`src/rtl/hamming74_pkg.sv`:
```
// Shared Hamming(7,4) constants: codeword/data widths and bit positions.
// Bit map: c6=d3, c5=d2, c4=d1, c3=p4, c2=d0, c1=p2, c0=p1.
package hamming74_pkg;

   localparam int CW_W   = 7;
   localparam int DATA_W = 4;
   localparam int SYN_W  = 3;

   // Data-bit positions inside the codeword
   localparam int D0_IDX = 2;
   localparam int D1_IDX = 4;
   localparam int D2_IDX = 5;
   localparam int D3_IDX = 6;

   // Parity-bit positions inside the codeword
   localparam int P1_IDX = 0;
   localparam int P2_IDX = 1;
   localparam int P4_IDX = 3;

   // Pull the four data bits out of a (corrected) codeword
   function automatic logic [DATA_W-1:0] extract_data(input logic [CW_W-1:0] cw);
      return {cw[D3_IDX], cw[D2_IDX], cw[D1_IDX], cw[D0_IDX]};
   endfunction

endpackage

```
`src/rtl/hamming74_syndrome.sv`:
```
// Combinational Hamming(7,4) syndrome. A non-zero result k means codeword
// bit k-1 is the single flipped bit. Shared with the encoder-side checker.
module hamming74_syndrome
   import hamming74_pkg::*;
(
   input  logic [CW_W-1:0]  codeword,
   output logic [SYN_W-1:0] syndrome
);

   // Each syndrome bit re-checks one parity group
   assign syndrome[0] = codeword[P1_IDX] ^ codeword[D0_IDX] ^ codeword[D1_IDX] ^ codeword[D3_IDX];
   assign syndrome[1] = codeword[P2_IDX] ^ codeword[D0_IDX] ^ codeword[D2_IDX] ^ codeword[D3_IDX];
   assign syndrome[2] = codeword[P4_IDX] ^ codeword[D1_IDX] ^ codeword[D2_IDX] ^ codeword[D3_IDX];

endmodule

```
`src/rtl/hamming74_decoder_stream.sv`:
```
// Two-stage streaming Hamming(7,4) decoder / single-bit corrector.
// S1 registers codeword + syndrome, S2 registers corrected data and flags.
// Double errors are miscorrected; there is no double-error flag.
// Optional statistics counters: define HAMMING_DEC_STATS_EN.
module hamming74_decoder_stream
   import hamming74_pkg::*;
#(
   parameter int CNT_W = 16
)(
   input  logic              clk,
   input  logic              rst,
   input  logic [CW_W-1:0]   encoded_in,
   input  logic              in_valid,
   output logic              in_ready,
   output logic [DATA_W-1:0] data_out,
   output logic              err_detected,
   output logic [SYN_W-1:0]  err_pos,
   output logic              out_valid,
   input  logic              out_ready,
   input  logic              clear_stats,
   output logic [CNT_W-1:0]  word_count,
   output logic [CNT_W-1:0]  corr_count
);

   logic              s1_valid_reg;
   logic [CW_W-1:0]   s1_cw_reg;
   logic [SYN_W-1:0]  s1_syn_reg;
   logic [SYN_W-1:0]  syn_next;
   logic [CW_W-1:0]   flip_mask;
   logic [CW_W-1:0]   corrected;
   logic              s2_load;

   hamming74_syndrome u_syndrome (
      .codeword (encoded_in),
      .syndrome (syn_next)
   );

   // A stage loads when empty or when its word leaves this cycle; ready is
   // the only combinational path through the pipe.
   assign s2_load  = !out_valid | out_ready;
   assign in_ready = !s1_valid_reg | s2_load;

   // One-hot flip mask: bit gi flips when the syndrome points at it
   generate
      for (genvar gi = 0; gi < CW_W; gi++) begin : g_flip
         assign flip_mask[gi] = (s1_syn_reg == SYN_W'(gi + 1));
      end
   endgenerate

   assign corrected = s1_cw_reg ^ flip_mask;

   // Stage 1: capture codeword and its syndrome on accept
   always_ff @(posedge clk or posedge rst) begin
      if (rst) begin
         s1_valid_reg <= 1'b0;
         s1_cw_reg    <= '0;
         s1_syn_reg   <= '0;
      end else if (in_ready) begin
         s1_valid_reg <= in_valid;
         if (in_valid) begin
            s1_cw_reg  <= encoded_in;
            s1_syn_reg <= syn_next;
         end
      end
   end

   // Stage 2: corrected data and error flags; held while stalled
   always_ff @(posedge clk or posedge rst) begin
      if (rst) begin
         out_valid    <= 1'b0;
         data_out     <= '0;
         err_detected <= 1'b0;
         err_pos      <= '0;
      end else if (s2_load) begin
         out_valid <= s1_valid_reg;
         if (s1_valid_reg) begin
            data_out     <= extract_data(corrected);
            err_detected <= (s1_syn_reg != '0);
            err_pos      <= s1_syn_reg;
         end
      end
   end

`ifdef HAMMING_DEC_STATS_EN
   logic [CNT_W-1:0] word_count_reg;
   logic [CNT_W-1:0] corr_count_reg;
   logic             deliver;

   assign deliver = out_valid & out_ready;

   // Saturating delivery statistics; clear beats a same-cycle increment
   always_ff @(posedge clk or posedge rst) begin
      if (rst) begin
         word_count_reg <= '0;
         corr_count_reg <= '0;
      end else if (clear_stats) begin
         word_count_reg <= '0;
         corr_count_reg <= '0;
      end else if (deliver) begin
         if (word_count_reg != '1)
            word_count_reg <= word_count_reg + CNT_W'(1);
         if (err_detected && (corr_count_reg != '1))
            corr_count_reg <= corr_count_reg + CNT_W'(1);
      end
   end

   assign word_count = word_count_reg;
   assign corr_count = corr_count_reg;
`else
   logic unused_clear_stats;

   assign unused_clear_stats = clear_stats;
   assign word_count         = '0;
   assign corr_count         = '0;
`endif

endmodule
```
`config.mk`:
```
export PLATFORM = sky130hd
export DESIGN_NAME = hamming74_decoder_stream
export DESIGN_NICKNAME = d
export VERILOG_FILES = /design/src/rtl/hamming74_pkg.sv /design/src/rtl/hamming74_syndrome.sv /design/src/rtl/hamming74_decoder_stream.sv
export SDC_FILE = /design/constraint.sdc
export NUM_CORES = 1
export LEC_CHECK = 0
export BUFFER_PORTS_ARGS = -buffer_cell sky130_fd_sc_hd__buf_2
export CAP_MARGIN = 20
export CELL_PAD_IN_SITES_DETAIL_PLACEMENT = 1
export CELL_PAD_IN_SITES_GLOBAL_PLACEMENT = 1
export CORE_AREA = 2 2 58 60
export CTS_CLUSTER_SIZE = 24
export DETAILED_ROUTE_END_ITERATION = 7
export DIE_AREA = 0 0 60 62
export PLACE_DENSITY_LB_ADDON = 0.1
export SYNTH_ARGS = -nofsm -noshare
export SYNTH_HDL_FRONTEND = slang
export SYNTH_HIERARCHICAL = 1
export SYNTH_SLANG_ARGS = --single-unit
```
`constraint.sdc`:
```
create_clock -name clk -period 1.8 [get_ports clk]
set_clock_uncertainty 0.15 [all_clocks]
set_input_delay 0.27 -clock clk [delete_from_list [all_inputs] [get_ports clk]]
set_output_delay 0.27 -clock clk [all_outputs]
set_load 0.05 [all_outputs]
```
==> flow_metrics.env <==
export IMPL_num_vias=604
export IMPL_portBuffers=20
export IMPL_viasPerCell=3.78
export IMPL_gp_congestion=0.622
export IMPL_min_path_type="in -> reg"
export IMPL_yosysTopAreaCell="dfrtp_1"
export IMPL_cts_sinks=17
export IMPL_wl_per_cell_um=9.61
export IMPL_cts_made_buffers=3
export IMPL_power_mw=1.53
export IMPL_hold_start="in_valid"
export IMPL_start_kind="register"
export IMPL_fin_nets=127
export IMPL_rsz0062_at_grt="no"
export IMPL_grt_max_degree=18
export IMPL_core_rowCount=21
export IMPL_swShare_pct=48.6
export IMPL_fin_hold_ws_ps=68.3
export IMPL_status="finished, final reports clean"
export IMPL_die_w_um=60
export IMPL_hpwl_um=1260
export IMPL_diodes=0
export IMPL_leakage_nw=0.525
export IMPL_avgSynthCellArea_um2=11.4
export IMPL_routed_wirelength_um=1540
export IMPL_start_util_pct=32.4
export IMPL_hold_buffers=1
export IMPL_synthCells=90
export IMPL_yosysWarnings=6
export IMPL_root_buffer="clkbuf_4"
export IMPL_synthesis_area_um2=1030
export IMPL_setup_violations=0
export IMPL_worstPathRequired_ps=1380
export IMPL_worstPathArrival_ps=1150
export IMPL_powerDensity_nw_per_um2=1380
export IMPL_worstSetupEndpointType="output pin"
export IMPL_path_cells="nand3b_4 > buf_2"
export IMPL_die_y_um=62
export IMPL_drtIter0Drc=2
export IMPL_clk_path_buf_depth=2
export IMPL_cts_tree="built"
export IMPL_tightest_slew_ps=633
export IMPL_postCtsSetupRepairBufs=0
export IMPL_seqPwrFrac_pct=37.9
export IMPL_fin_crit_ps=1570
export IMPL_ios=54
export IMPL_dieArea_um2=3720
export IMPL_clockPowerShare_pct=12.8
export IMPL_relSlewSlack_pct=57.8
export IMPL_dr_pass1_iters=2
export IMPL_internal_power_mw=0.786
export IMPL_irDropWorstVdd_uv=402
export IMPL_cts_reportedPaths_clkPinSlew_ps=90
export IMPL_layout_drive_gt1_share_pct=36.0
export IMPL_grt_pass1_vias=549
export IMPL_ys_seq_area_share_pct=41.3
export IMPL_timing_worst_setup_path_type="reg -> out"
export IMPL_ctsResizeCount=0
export IMPL_synth_top_area_share_pct=41.3
export IMPL_antenna_found_initial=0
export IMPL_synth_distinct_cells=17
export IMPL_fin_setup_tns_ps=0
export IMPL_yosys_top_cells_area="dfrtp_1 (41%), buf_4 (23%), mux2_2 (15%)"
export IMPL_gr_total_overflow=0
export IMPL_postRouteAntennaNets=0
export IMPL_cp_slowest_stage_delay_ps=460
export IMPL_grt_pass1_wl_um=2460
export IMPL_htreeDepth=1
export IMPL_grt_util_all_layers_pct=9.29
export IMPL_crit_fanout=5
export IMPL_crit_slowest_cell="dfrtp_1"
export IMPL_fillCellCount=372
export IMPL_area_growth_pct=7.65
export IMPL_synth_seq_cells=17
export IMPL_max_cap_viol_count=0
export IMPL_reg2reg_from="s1_valid_reg$_DFFE_PP0P_"
export IMPL_core_area_um2=3180
export IMPL_remaining_drc_errors=0
export IMPL_timing_final_crit_share_pct=87.2
export IMPL_p_sw_mw=0.743
export IMPL_hold_viol=0
export IMPL_maxSlewViolCount=0
export IMPL_startpoint="s1_valid_reg$_DFFE_PP0P_"
export IMPL_worstSkewPairLatency_ps=280
export IMPL_fmaxAchievable_ghz=0.637
export IMPL_p_comb_share_pct=49.3
==> stage by stage <==
step / worst slack (ps) / cell area, um^2 / instances / utilization [%]
2_1_floorplan: 26.8 / 1150 / 121 / -
3_3_place_gp: 405 / 1070 / 155 / 33.7
3_5_place_dp: 390 / 1070 / 155 / 33.7
4_1_cts: 218 / 1110 / 160 / 34.9
5_1_grt: 160 / 1110 / 160 / 34.9
6_report: 231 / 1110 / 160 / 34.9
==> power groups by stage <==
stage,sequential [mW],combinational [mW],clock [mW]
2_1_floorplan,0.855,0.402,0
3_3_place_gp,0.587,0.756,0
3_5_place_dp,0.591,0.759,0
4_1_cts,0.582,0.762,0.210
5_1_grt,0.598,0.804,0.225
6_report,0.579,0.754,0.196
==> cells in the mapped netlist (all sizes together) <==
library cell	n
a21oi	1
a31oi	1
buf	32
conb	1
dfrtp	17
inv	1
mux2	14
nand2	2
nand2b	3
nand3	1
nand3b	4
nor3	1
xnor2	10
xor2	2
==> worst max-delay path, delay by kind of cell, from the launching register on <==
family | cells | cell delay [ps]
flip-flops | 1 | 460
AND/OR/NAND/NOR | 1 | 140
buffers and inverters | 1 | 270
==> cell usage in the layout (no fill, tap or decap) <==
cell type      synthesis  layout
inv_1                  1       1
nand3b_4               0       1
dlygate4sd3_1          0       1
nand2_2                1       1
nand2b_1               2       2
nand3b_1               3       3
a21oi_1                1       1
mux2_2                14      14
nand3_1                1       1
conb_1                 1      32
clkbuf_4               0       3
dfrtp_1               17      17
nand2_4                1       1
nor3_1                 1       1
nand2b_2               1       1
a31oi_1                1       1
buf_2                  0      20
xnor2_1               10      10
xor2_1                 2       2
clkbuf_1               0       1
==> routing by layer <==
layer,part of all wire [%],global-route usage [%]
met4,1.3,5.71
met3,6.5,1.86
met2,53,16.3
met5,0,0
met1,39,10.4
==> cells by family (layout without fill, tap and decap cells) <==
family | Yosys count | after routing | synth area share [%]
AOI/OAI and AO/OA | 2 | 2 | 1.09
xor gates and xnor gates | 12 | 12 | 10.2
buffers and inverters | 33 | 26 | 23.7
DFF | 17 | 17 | 41.3
muxes | 14 | 14 | 15.3
other | 1 | 32 | 0.364
and+or+nand+nor | 11 | 11 | 8.02
==> final timing paths <==
path,cells past startpoint,slack [ps],endpoint
hold / removal,2,70,s1_valid_reg$_DFFE_PP0P_
max in group asynchronous,3,640,s1_cw_reg[5]$_DFFE_PP0P_
min in group asynchronous,3,460,s1_syn_reg[1]$_DFFE_PP0P_
setup / recovery,2,230,in_ready
hold reg to reg,1,360,data_out[0]$_DFFE_PP0P_
setup reg to reg,3,450,s1_syn_reg[0]$_DFFE_PP0P_
==> cell type report <==
class / count / area (um^2) / area share, %
tap: 46 / 57.6 / 5.19
multi-input combinational: 71 / 485 / 43.8
clock buffer: 4 / 26.3 / 2.37
inverter: 1 / 3.75 / 0.339
timing repair buffer: 21 / 110 / 9.93
sequential: 17 / 425 / 38.4
Power figures use the tool's default switching activity.
